File: src/rtl/ext_pkg.sv
// Shared definitions for the ext_pipe immediate/load-data extension unit.
package ext_pkg;

    localparam int EXT_MODE_W = 3;

    typedef enum logic [EXT_MODE_W-1:0] {
        EXT_ZERO = 3'd0,
        EXT_SIGN = 3'd1,
        EXT_LUI  = 3'd2,
        EXT_LB   = 3'd3,
        EXT_LBU  = 3'd4,
        EXT_LH   = 3'd5,
        EXT_LHU  = 3'd6,
        EXT_RSVD = 3'd7
    } ext_mode_e;

endpackage

File: src/rtl/ext_core.sv
// Combinational extension datapath: mode/offset select and zero/sign/lui extend.
// Alignment/reserved-mode flag only generated when EXT_ALIGN_CHECK_EN is defined.
module ext_core
    import ext_pkg::*;
#(
    parameter int DATA_W = 32,
    parameter int IMM_W  = 16
) (
    input  logic [EXT_MODE_W-1:0] mode_i,
    input  logic [IMM_W-1:0]      imm_i,
    input  logic [DATA_W-1:0]     word_i,
    input  logic [1:0]            off_i,
    output logic [DATA_W-1:0]     res_o,
    output logic                  err_o
);

    ext_mode_e   mode;
    logic [7:0]  byte_sel;
    logic [15:0] half_sel;

    assign mode     = ext_mode_e'(mode_i);
    assign byte_sel = word_i[{off_i, 3'b000} +: 8];
    // off_i[0] is deliberately ignored for halfword selection
    assign half_sel = word_i[{off_i[1], 4'b0000} +: 16];

    always_comb begin
        res_o = '0;
        case (mode)
            EXT_ZERO: res_o = DATA_W'(imm_i);
            EXT_SIGN: res_o = DATA_W'($signed(imm_i));
            EXT_LUI:  res_o[DATA_W-1 -: IMM_W] = imm_i;
            EXT_LB:   res_o = DATA_W'($signed(byte_sel));
            EXT_LBU:  res_o = DATA_W'(byte_sel);
            EXT_LH:   res_o = DATA_W'($signed(half_sel));
            EXT_LHU:  res_o = DATA_W'(half_sel);
            default:  res_o = '0;
        endcase
    end

`ifdef EXT_ALIGN_CHECK_EN
    assign err_o = (((mode == EXT_LH) || (mode == EXT_LHU)) && off_i[0])
                 || (mode == EXT_RSVD);
`else
    assign err_o = 1'b0;
`endif

endmodule

File: src/rtl/ext_pipe.sv
// Elastic valid/ready extension pipeline (STAGES registers after ext_core) with flush.
// out_err carries the alignment flag only when EXT_ALIGN_CHECK_EN is defined.
module ext_pipe
    import ext_pkg::*;
#(
    parameter int DATA_W = 32,
    parameter int IMM_W  = 16,
    parameter int STAGES = 1
) (
    input  logic                  clk,
    input  logic                  reset,
    input  logic                  flush,
    input  logic                  in_valid,
    output logic                  in_ready,
    input  logic [EXT_MODE_W-1:0] in_mode,
    input  logic [IMM_W-1:0]      in_imm,
    input  logic [DATA_W-1:0]     in_word,
    input  logic [1:0]            in_off,
    output logic                  out_valid,
    input  logic                  out_ready,
    output logic [DATA_W-1:0]     out_data,
    output logic                  out_err
);

    logic [DATA_W-1:0] core_res;
    logic              core_err;
    logic [STAGES-1:0] vld_all;
    logic [STAGES-1:0] ld;
    logic              bub;
    logic              init_q;

    ext_core #(
        .DATA_W (DATA_W),
        .IMM_W  (IMM_W)
    ) u_core (
        .mode_i (in_mode),
        .imm_i  (in_imm),
        .word_i (in_word),
        .off_i  (in_off),
        .res_o  (core_res),
        .err_o  (core_err)
    );

    // Unrolled form of "load when empty or downstream loads": stage k may load
    // iff the consumer is ready or any stage from k onward holds a bubble.
    always_comb begin
        ld  = '0;
        bub = 1'b0;
        for (int unsigned k = 0; k < STAGES; k++) begin
            bub = out_ready;
            for (int unsigned j = k; j < STAGES; j++) begin
                bub = bub | ~vld_all[j];
            end
            ld[k] = bub;
        end
    end

    always_ff @(posedge clk or posedge reset) begin
        if (reset) init_q <= 1'b0;
        else       init_q <= 1'b1;
    end

    assign in_ready = init_q & ~flush & ld[0];

    for (genvar k = 0; k < STAGES; k++) begin : g_stage
        logic              vld_d;
        logic [DATA_W-1:0] dat_d;
        logic              err_d;
        logic              vld_q;
        logic [DATA_W-1:0] dat_q;
        logic              err_q;

        if (k == 0) begin : g_head
            assign vld_d = in_valid & in_ready;
            assign dat_d = core_res;
            assign err_d = core_err;
        end else begin : g_body
            assign vld_d = g_stage[k-1].vld_q;
            assign dat_d = g_stage[k-1].dat_q;
            assign err_d = g_stage[k-1].err_q;
        end

        always_ff @(posedge clk or posedge reset) begin
            if (reset) begin
                vld_q <= 1'b0;
            end else if (flush) begin
                vld_q <= 1'b0;
            end else if (ld[k]) begin
                vld_q <= vld_d;
            end
        end

        always_ff @(posedge clk or posedge reset) begin
            if (reset) begin
                dat_q <= '0;
            end else if (!flush && ld[k] && vld_d) begin
                dat_q <= dat_d;
            end
        end

`ifdef EXT_ALIGN_CHECK_EN
        always_ff @(posedge clk or posedge reset) begin
            if (reset) begin
                err_q <= 1'b0;
            end else if (!flush && ld[k] && vld_d) begin
                err_q <= err_d;
            end
        end
`else
        assign err_q = err_d;
`endif

        assign vld_all[k] = vld_q;
    end

    assign out_valid = g_stage[STAGES-1].vld_q;
    assign out_data  = g_stage[STAGES-1].dat_q;

`ifdef EXT_ALIGN_CHECK_EN
    assign out_err = g_stage[STAGES-1].err_q;
`else
    assign out_err = core_err;
`endif

endmodule

File: config.mk
export PLATFORM = sky130hd
export DESIGN_NAME = ext_pipe
export DESIGN_NICKNAME = d
export VERILOG_FILES = /design/src/rtl/ext_pkg.sv /design/src/rtl/ext_core.sv /design/src/rtl/ext_pipe.sv
export SDC_FILE = /design/constraint.sdc
export NUM_CORES = 1
export LEC_CHECK = 0
export CAP_MARGIN = 20
export CORE_ASPECT_RATIO = 1.1
export CORE_MARGIN = 8
export CORE_UTILIZATION = 37
export CTS_CLUSTER_DIAMETER = 40
export DETAILED_ROUTE_END_ITERATION = 12
export GPL_TIMING_DRIVEN = 0
export PLACE_DENSITY = 0.8
export SYNTH_ARGS = -nofsm -noshare
export SYNTH_HDL_FRONTEND = slang
export SYNTH_SLANG_ARGS = --single-unit
export TNS_END_PERCENT = 30
File: constraint.sdc
create_clock -name clk -period 1.51 [get_ports clk]
set_clock_uncertainty 0.15 [all_clocks]
set_input_delay 0.3775 -clock clk [delete_from_list [all_inputs] [get_ports clk]]
set_output_delay 0.3775 -clock clk [all_outputs]
set_load 0.02 [all_outputs]
; ---- After elaboration in Yosys (flattened, before gate mapping)
; Index checks and enable logic that the tools add are counted.
[classes]
eq_ne = 6
shifts = 2
n_mux = 4
n_bitwise = 6
n_reduce_logical = 7
[ops]
columns = op, n
row1 = one-hot mux 16 bit (4 select lines), 2
row2 = variable part select 32 x 6 -> 16 bit, 1
row3 = variable part select 32 x 6 -> 8 bit, 1
row4 = == test 3 bit (second input constant), 3
row5 = == test 3 x 2 -> 1 bit (second input constant), 2
row6 = OR reduction 2 bit, 2
row7 = AND 1 bit, 3
row8 = == test 3 x 1 -> 1 bit (second input constant), 1
row9 = zero test 3 bit, 1
row10 = logical AND 1 bit, 2
row11 = two-way mux 1 bit, 2
row12 = NOT 1 bit, 2
row13 = nonzero test 2 bit, 1
row14 = zero test 1 bit, 1
row15 = bitwise OR 1 bit, 1
[word_totals]
regBits = 34
inputBits = 58
out_inout_bits = 35
elab_cells = 28

; ---- Longest topological paths before layout
[logic_depth]
word_depth = 6
ltp_mapped = 7
mapped_depth_nobuf = 4

; ---- By module
; From an unflattened synthesis, not the netlist that was laid out.
[unflattened]
hier_cells = 218
area_unflattened_um2 = 2343.5
[by_module_without_submodules]
columns = module, instances, cells_per_inst, area_each_um2, seq_area_each_um2
row1 = ext_pipe, 1, 75, 1407.6, 850.8
row2 = ext_core, 1, 143, 935.9, 0.0

; ---- Worst setup path after synthesis
; Ideal clock, no wire load.
[synth_timing]
path_type = input to register
from = in in_off[1]
to = reg g_stage[0].dat_q[16] (netlist: out_data[16])
setup_time_ns = 0.126
arrival_time_ns = 1.696
required_time_ns = 1.234
setup_slack_ns = -0.462
path_stages = 6
path_cell_list = buf_2 mux4_2 and3_4 o211a_4 buf_6 a221o_1
[synth_via]
elab_chain_cells = 2
elab_cells_between_ends = 3
[synth_rtl]
columns = element, line
row1 = from (decl), ext_pipe.sv:18  ; input logic [1:0] in_off,
row2 = variable part select 32 x 6 -> 16 bit / variable part select 32 x 6 -> 8 bit (equally long branches), "ext_core.sv:24, ext_core.sv:22"
row3 = one-hot mux 16 bit (4 select lines) *, ext_core.sv:28  ; case (mode)
row4 = to (signal assigned), ext_pipe.sv:97  ; dat_q <= dat_d;
row5 = to (decl), ext_pipe.sv:70  ; logic [DATA_W-1:0] dat_q;
; Mark *: on every way between the ends. The rest lies on a longest branch, timed or not.
; A chain may end at the register's enable or synchronous reset.

; ---- Worst setup path after layout
[layout_timing]
from = in in_off[0]
to = reg g_stage[0].dat_q[28] (netlist: out_data[28])
[layout_via]
elab_chain_cells = 2
[layout_rtl]
columns = element, line
row1 = variable part select 32 x 6 -> 8 bit, ext_core.sv:22  ; assign byte_sel = word_i[{off_i, 3'b000} +: 8];
row2 = one-hot mux 16 bit (4 select lines), ext_core.sv:28
; Every way passes these cells.

==> metrics.txt <==
status complete, but fails checks; failing checks setup timing; unrepaired setup endpoints after global routing yes; CTS tree yes; initial antenna violation count 0; post-synthesis net count approximately 260; via/cell ratio between 5 and 6; hold-fix buffers at CTS 0; Post-Layout Cell Count ~370; Rows 27; Critical Path Sink Type flip-flop; worst setup margin -0.246 ns; dpl hpwl 5240 microns; cell count after synthesis 197; R2R depth 5; post-synthesis instance area just under 2000 sq um; GR Overflow Total 0; Initial Util 0.386; synth unique cells 37; Post-synth EDFFs 0; core footprint between 5000 and 6000 sq um; clk buf depth 2; number of remaining DRC errors 0; Worst Path Arrival 1.77 ns; Tcrit/Tclk final 1.16; flop2flop setup slack -0.12 ns; Worst Hold Class primary input to async pin; main flop type after synthesis dfrtp_1; CTS clock-pin slew for the worst setup and hold paths 0.07 ns; worst-path fanout max 5; Fill cells 403; post-route cell area 3210 sq um; Power Density between 800 and 900 nW/um^2; post-synthesis sequential area ratio 0.438; synth top area cells dfrtp_1 (44%), a221o_1 (8.2%), o21ai_0 (4.9%); Pwr Total 2.89 mW; fin crit period about 1.8 ns; I/O Pins a little over 90; RR Endpoint out_data[28]; Area Overhead vs Synth 65.3%; Hold Slack around 0.33 ns; slowest stage cell on the critical path mux4_2; die area just under 8000 sq um; CTS Root Cell clkbuf_8; Crit Path Class primary input to flip-flop; DP Area between 2000 and 3000 sq um; vias in the first global route between 2000 and 2500; largest net degree at the start of global routing 20; Post-synth ARST share 1.00; final core occ 0.638; critical path startpoint category primary input; Worst-Margin Slew between 0.6 and 0.7 ns; first-pass GRT wire length approximately 11000 microns; crit path cell chain buf_8, mux4_2, and3_4, o211a_4, buf_6, a221o_1; Worst-Skew Late Latency 0.28 ns; Yosys reg bits 34; total number of vias between 2000 and 2500; Highest Clock Rate roughly 570 MHz; pre-CTS WS -1.15 ns; Ant. Diodes 0; GR Util All Layers 0.176; VDD IR-drop max around 0.0004 V; antenna viol nets, final 0; setup TNS -5.56 ns; H-tree levels 2; DRT Pass-1 Iters 4; # clock sinks 34; post-synth top area cell dfrtp_1; Hold Violations, Final 0; Synth Area per Inst just under 10 sq um; reg-to-reg critical path startpoint out_valid; Port Buffer Count slightly below 90; Placed Cells 344; fraction of layout instances using a drive strength above 1 0.367; GP Congestion ~0.93; WL/cell ~20 microns; 1st-iter DRT viols about 180; WL final 7170 microns; leakage approximately 1.4 nW; CTS buffer count 5; CP peak stage delay 0.50 ns; Final Max Slew Viols 0; Max-cap violations 0; area fraction of the dominant cell type after synthesis 0.438; Relative slew margins 0.547; Die Width between 80 and 90 microns; Synth warnings 0; fin nets 365; Final setup viols 33; Die Y around 92 microns; CP required ~1.5 ns
[registers in the layout, summed over array words and instances, names as in the netlist]
register and cells:
out_valid 1, out_data 32, init_q 1
[worst max-delay path by stage]
| stage | start | end | slack, ns | depth (start not counted) |
|---|---|---|---|---|
| 6_report | in_off[0] | out_data[28] | -0.25 | 6 |
| 5_1_grt | in_off[0] | out_data[16] | -0.26 | 6 |
| 3_5_place_dp | out_ready | out_data[28] | -1.15 | 6 |
| 3_3_place_gp | out_ready | out_data[16] | -1.12 | 6 |
| 2_1_floorplan | in_off[0] | out_data[16] | -0.43 | 5 |
| 4_1_cts | in_off[0] | out_data[28] | -0.25 | 6 |
[worst max-delay path, delay by kind of cell]
| kind | cells | cell delay (ns) |
|---|---|---|
| AOI/OAI and AO/OA | 2 | 0.52 |
| buffers and inverters | 2 | 0.20 |
| muxes | 1 | 0.50 |
| and+or+nand+nor | 1 | 0.17 |
[Yosys cell counts (3+ instances only)]
cell type,number
o211ai_1,5
mux2i_1,9
a21oi_1,18
dfrtp_1,34
mux2_2,7
nand3_1,8
nor2_1,7
nand2_1,15
inv_1,3
clkbuf_1,7
o21ai_0,19
a221o_1,16
nand2b_1,5
o2111ai_1,5
buf_2,8
a211oi_1,6
[power by group]
group | total, mW | switching (mW) | leakage, nW | internal, mW
logic | 1.03 | 0.557 | 0.926 | 0.473
registers | 1.16 | 0.0933 | 0.439 | 1.06
clock network | 0.698 | 0.330 | 0.0482 | 0.368
[what timing repair did]
item | in CTS | in global routing
cloned | 3 | 0
gates resized for setup | 153 | 48
setup buffers | 11 | 3
pin swaps | 8 | 11
setup endpoints to repair | 67 | 60
[final cells by class]
type	count	area (sq um)	share of cell area
Multi-Input combinational cell	143	1140	0.354
Inverter	4	17.5	0.00546
Clock buffer	7	86.3	0.0269
Clock inverter	1	5.00	0.00156
Buffer	14	120	0.0374
Tap cell	58	72.6	0.0226
Timing Repair Buffer	105	921	0.287
Sequential cell	34	851	0.265
[cells by family after synthesis]
group | Yosys count | share of synthesized area
DFF | 34 | 0.438
and+or+nand+nor | 46 | 0.126
xor gates and xnor gates | 1 | 0.00451
AOI/OAI and AO/OA | 76 | 0.278
muxes | 17 | 0.0986
buffers and inverters | 21 | 0.0515
other | 2 | 0.00387
[per-layer routing]
metal  share of wire  global-route usage
met5               0                   0
met2            0.51               0.306
met3           0.082              0.0464
met1            0.39               0.205
met4           0.019              0.0550
[placed cells by master (no fill, tap or decap), types with 4 or more instances in the layout]
master / count
o211ai_1: 5
a21oi_1: 6
buf_6: 10
clkdlybuf4s50_1: 45
nor2_1: 6
mux2i_1: 9
o21ai_0: 10
clkbuf_8: 8
buf_4: 18
a221o_1: 16
o21ai_1: 9
mux2_2: 7
dfrtp_1: 34
nand2b_1: 4
nand2_1: 15
a21oi_2: 11
nand3_1: 8
clkbuf_2: 29
Note: power is estimated with default switching activity, not from simulation.
==> patch 1 (same flow settings) <==
The parameter `STAGES` goes from 1 to 2.
--- a/src/rtl/ext_pipe.sv
+++ b/src/rtl/ext_pipe.sv
@@ -7,3 +7,3 @@
     parameter int IMM_W  = 16,
-    parameter int STAGES = 1
+    parameter int STAGES = 2
 ) (
Behaviour: not the same (a bounded check fails within 4 cycles, from zero or initial values and one cycle with reset high).
==> patch 1 against the unedited design <==
Critical path depth up 1; synthesized area is 65% higher; the flow still finishes with violations (negative setup slack); largest cell class unchanged; combinational power up 67%; highest routed layer unchanged; critical endpoint is now g_stage[0].dat_q[25]$_DFFE_PP0P_; routed wire length grew 60%; sequential cell count up 33; utilization down 4.3 points; via count rose by 37%; setup slack got worse by 0.15 ns; count of clock-buffer cells in the layout grew 3; non-clock buffer count up 16; cell area rose by 56%; cell count is 41% higher; total power grew 89%.
==> patch 1: results (changes against the unedited design) <==
slowest_stage: "dfrtp_1"  # was mux4_2
dpl.cell_count: 477  # was 344
power.leakage_uw: 0.00228  # was 0.00141 µW
syn-mean-instance-area_um2: 11.6  # was 9.86 µm²
postSynthNetCount: 333  # was 255
crit_arrival_ns: 2.05  # was 1.77 ns
setup_viol_count_final: 67  # was 33
grt_util_met2_pct: 29.3  # was 30.6%
globalRouteMet3Util_pct: 4.00  # was 4.64%
first_global_vias: 3075  # was 2,211
grt_pass1_wl_um: 16100  # was 11,200 µm
number_of_buffers_created_by_cts: 9  # was 5
postRouteWirelength_um: 11500  # was 7170 µm
violations: "negative setup slack"  # unchanged
final.hold.worst_slack_ns: 0.252  # was 0.331 ns
finalWorstSetupSlack_ns: -0.401  # was -0.246 ns
io_buffers: 90  # was 88
met1Wirelength_um: 4330  # was 2800 µm
drtIter0Drc: 208  # was 179
nets: 460  # was 365
hpwl_um: 6890  # was 5240 µm
layout.cells.non_filler: 517  # was 366
detailedPlace.worstSlack_ns: -1.12  # was -1.15 ns
fillers: 654  # was 403
run_status: "finished with violations"  # unchanged
routed-wl-met2_um: 5800  # was 3640 µm
synth_commonest_cells: "dfrtp_1 (67), mux2_2 (42), a21oi_1 (19)"  # was dfrtp_1 (34), o21ai_0 (19), a21oi_1 (18)
dr_vias_cell: 5.76  # was 5.93
pin_count_of_the_biggest_net_entering_global_routing: 39  # was 20
post_cts.resized_instances: 232  # was 153
ys_seq_area_share_pct: 52.4  # was 43.8%
placed_cell_area_um2: 4260  # was 2930 µm²
synth_cell_types: 39  # was 37
post_synth_main_area_contributors: "dfrtp_1 (52%), mux2_2 (15%), a221o_1 (4.7%)"  # was dfrtp_1 (44%), a221o_1 (8.2%), o21ai_0 (4.9%)
grt_util_all_layers_pct: 17.3  # was 17.6%
setup_total_negative_slack_ns: -14.74  # was -5.56 ns
met1_resource_use_gr_pct: 19.6  # was 20.5%
worstSkewPairLatency_ns: 0.35  # was 0.28 ns
route.met3.wl_um: 795  # was 587 µm
-- patch 1: cell count changes after synthesis, sizes merged, moves of 3 or more --
cell     unedited run  this run
o21ai              19        16
o211ai              5        11
o2111ai             5         1
mux2i               9         6
buf                10        14
nor2b               1         4
mux2                7        42
dfrtp              34        67
nand2b              5         1
-- patch 1: cells by family after synthesis --
logic type	share of synthesized area, %
compound gates	17.6
buf+inv	3.87
mux	17.4
other cells	0.235
simple gates	8.25
xor+xnor	0.274
flops	52.4
-- patch 1: area by class of cell --
class,instances,area (µm²),area share [%]
timing repair buffer,117,1040,20.8
multi-input combinational,184,1730,34.5
tap,111,139,2.78
buffer,18,229,4.58
clock inverter,5,30.0,0.601
inverter,5,22.5,0.451
sequential,67,1680,33.5
clock buffer,10,138,2.75
-- patch 1: worst paths after layout --
kind / startpoint / to
setup / recovery: g_stage[0].vld_q$_DFFE_PP0P_ / g_stage[0].dat_q[25]$_DFFE_PP0P_
hold / removal: in_imm[15] / g_stage[0].dat_q[15]$_DFFE_PP0P_
setup reg to reg: g_stage[0].vld_q$_DFFE_PP0P_ / g_stage[0].dat_q[25]$_DFFE_PP0P_
hold reg to reg: g_stage[0].dat_q[15]$_DFFE_PP0P_ / g_stage[0].dat_q[15]$_DFFE_PP0P_
max in group asynchronous: reset / out_data[27]$_DFFE_PP0P_
min in group asynchronous: reset / g_stage[0].dat_q[16]$_DFFE_PP0P_
-- patch 1: power groups by stage --
stage	Sequential, µW	Combinational [µW]	Clock, µW
final	2400	1720	1330
after global routing	2440	1820	1420
after CTS	2360	1510	1320
after detailed placement	2400	1620	0
after global placement	2380	1590	0
after floorplan	2650	539	0
-- patch 1: tightest hold or removal path, cell delays in order --
cell            delay, ns
dlymetal6s2s_1       0.17
a21oi_2              0.08
o21ai_1              0.10
==> patch 2 (same settings) <==
Without the edit above. Add an input register stage for `in_mode`, with the module's reset; this delays it by one clock. The other inputs are not delayed to match.
--- a/src/rtl/ext_pipe.sv
+++ b/src/rtl/ext_pipe.sv
@@ -24,2 +24,12 @@
 
+    logic [EXT_MODE_W-1:0] in_mode_q;
+
+    always_ff @(posedge clk or posedge reset) begin
+        if (reset) begin
+            in_mode_q <= '0;
+        end else begin
+            in_mode_q <= in_mode;
+        end
+    end
+
     logic [DATA_W-1:0] core_res;
@@ -35,3 +45,3 @@
     ) u_core (
-        .mode_i (in_mode),
+        .mode_i (in_mode_q),
         .imm_i  (in_imm),
Formal check against the unedited RTL: not equivalent (Yosys sat finds a counterexample within 4 cycles, from zero or initial values and one cycle with reset high).
==> patch 2 against the unedited design <==
The flow still finishes with violations (negative setup slack); sequential share of layout area is 1.1 points higher; register-to-register slack got worse by 0.10 ns; critical path depth did not move; routed wire length rose by 6.5%; first-iteration DRC count rose by 28%; global-route usage rose by 0.80 points; setup slack lost 0.017 ns; cell area up 4.8%; sequential cell count rose by 3; total power grew 4.5%; synthesized area rose by 5.4%; critical path type unchanged.
==> patch 2: results (changes against the unedited design) <==
run_status: "finished with violations"  # unchanged
violations: "negative setup slack"  # unchanged
ys_seq_area_share_pct: 45.2  # was 43.8%
detailedPlace.worstSlack_ns: -1.23  # was -1.15 ns
pin_count_of_the_biggest_net_entering_global_routing: 25  # was 20
first_global_vias: 2275  # was 2,211
hpwl_um: 5460  # was 5240 µm
drtIter0Drc: 229  # was 179
fraction_of_the_mapped_netlist_area_in_compound_gates_pct: 26.5  # was 27.8%
cellInternalPower_uw: 2000  # was 1910 µW
post_synth_main_area_contributors: "dfrtp_1 (45%), a221o_1 (7.3%), o21ai_0 (4.6%)"  # was dfrtp_1 (44%), a221o_1 (8.2%), o21ai_0 (4.9%)
synth_commonest_cells: "dfrtp_1 (37), o21ai_0 (19), a21oi_1 (18)"  # was dfrtp_1 (34), o21ai_0 (19), a21oi_1 (18)
postSynthNetCount: 264  # was 255
post_synth_xor_area_fraction_pct: 0.856  # was 0.451%
fillers: 451  # was 403
io_buffers: 90  # was 88
power.ir.vdd_worst_v: 0.000565  # was 0.000398 V
syn-mean-instance-area_um2: 9.94  # was 9.86 µm²
slowest_stage: "mux4_2"  # unchanged
antenna_cells_inserted: 0  # unchanged
post_cts.resized_instances: 158  # was 153
post_drt_wl_per_cell_um: 19.6  # about the same
worstMarginPinSlew_ns: 0.605  # was 0.675 ns
dr_vias_cell: 5.73  # was 5.93
firstDrtPassIters: 6  # was 4
power.leakage_uw: 0.00146  # was 0.00141 µW
cts_setup_buffers: 12  # was 11
grt_util_all_layers_pct: 18.4  # was 17.6%
core.rowCount: 28  # was 27
setup_total_negative_slack_ns: -5.52  # was -5.56 ns
finalWorstSetupSlack_ns: -0.264  # was -0.246 ns
grt_pass1_wl_um: 11700  # was 11,200 µm
crit_arrival_ns: 1.80  # was 1.77 ns
power_combinational_uw: 1060
share_of_final_layout_standard_cells_stronger_than_drive_strength_1_pct: 34.6  # was 36.7%
setup_viol_count_final: 32  # was 33
max_stage_delay_ns: 0.52  # was 0.50 ns
placed_cell_area_um2: 3070  # was 2930 µm²
postRouteWirelength_um: 7640  # was 7170 µm
clock_power_share_pct: 23.3  # was 24.2%
nets: 373  # was 365
async_flop_share_pct: 100  # unchanged
gpl.final_weighted_congestion: 0.894  # was 0.931
netSwitchingFraction_pct: 33.5  # was 34.0%
synthMuxAreaShare_pct: 9.90  # was 9.86%
[patch 2: changes by cell type in the layout (fill, tap and decap cells not counted), sizes merged, moves of 2 or more]
cell and delta:
and4b -2, nor3 -2, buf -2, clkdlybuf4s50 +4, dfrtp +3, nor3b +3
[patch 2: layout make-up]
cell class	count	area [µm²]	area share, %
multi-input combinational	148	1190	35.3
timing repair buffer	105	928	27.6
sequential	37	927	27.6
buffer	15	128	3.79
tap	75	93.8	2.79
clock buffer	7	86.3	2.57
inverter	3	11.3	0.335
[patch 2: layer usage]
| layer | vias to the layer above | track usage [%] | routed length, µm |
|---|---|---|---|
| li1 | 997 | - | - |
| met1 | 1101 | 21.1 | 2920 |
| met2 | 118 | 31.2 | 3890 |
| met3 | 20 | 5.69 | 616 |
| met4 | 0 | 7.04 | 212 |
| met5 | - | 0 | 0 |
[patch 2: final timing paths]
| path | start | endpoint | slack (ns) | cells past startpoint |
|---|---|---|---|---|
| setup / recovery | in_off[0] | out_data[25]$_DFFE_PP0P_ | -0.26 | 6 |
| hold / removal | reset | out_data[28]$_DFFE_PP0P_ | 0.30 | 2 |
| setup reg to reg | in_mode_q[0]$_DFF_PP0_ | out_data[3]$_DFFE_PP0P_ | -0.22 | 5 |
| hold reg to reg | out_data[12]$_DFFE_PP0P_ | out_data[12]$_DFFE_PP0P_ | 0.35 | 2 |
| max in group asynchronous | reset | in_mode_q[0]$_DFF_PP0_ | 0.38 | 3 |
| min in group clk | flush | out_valid$_DFFE_PP0P_ | 0.34 | 2 |
[patch 2: critical path, delay by kind of cell]
kind / cells / cell delay (ns)
buffers and inverters: 2 / 0.21
and+or+nand+nor: 1 / 0.17
AOI/OAI and AO/OA: 2 / 0.53
muxes: 1 / 0.52
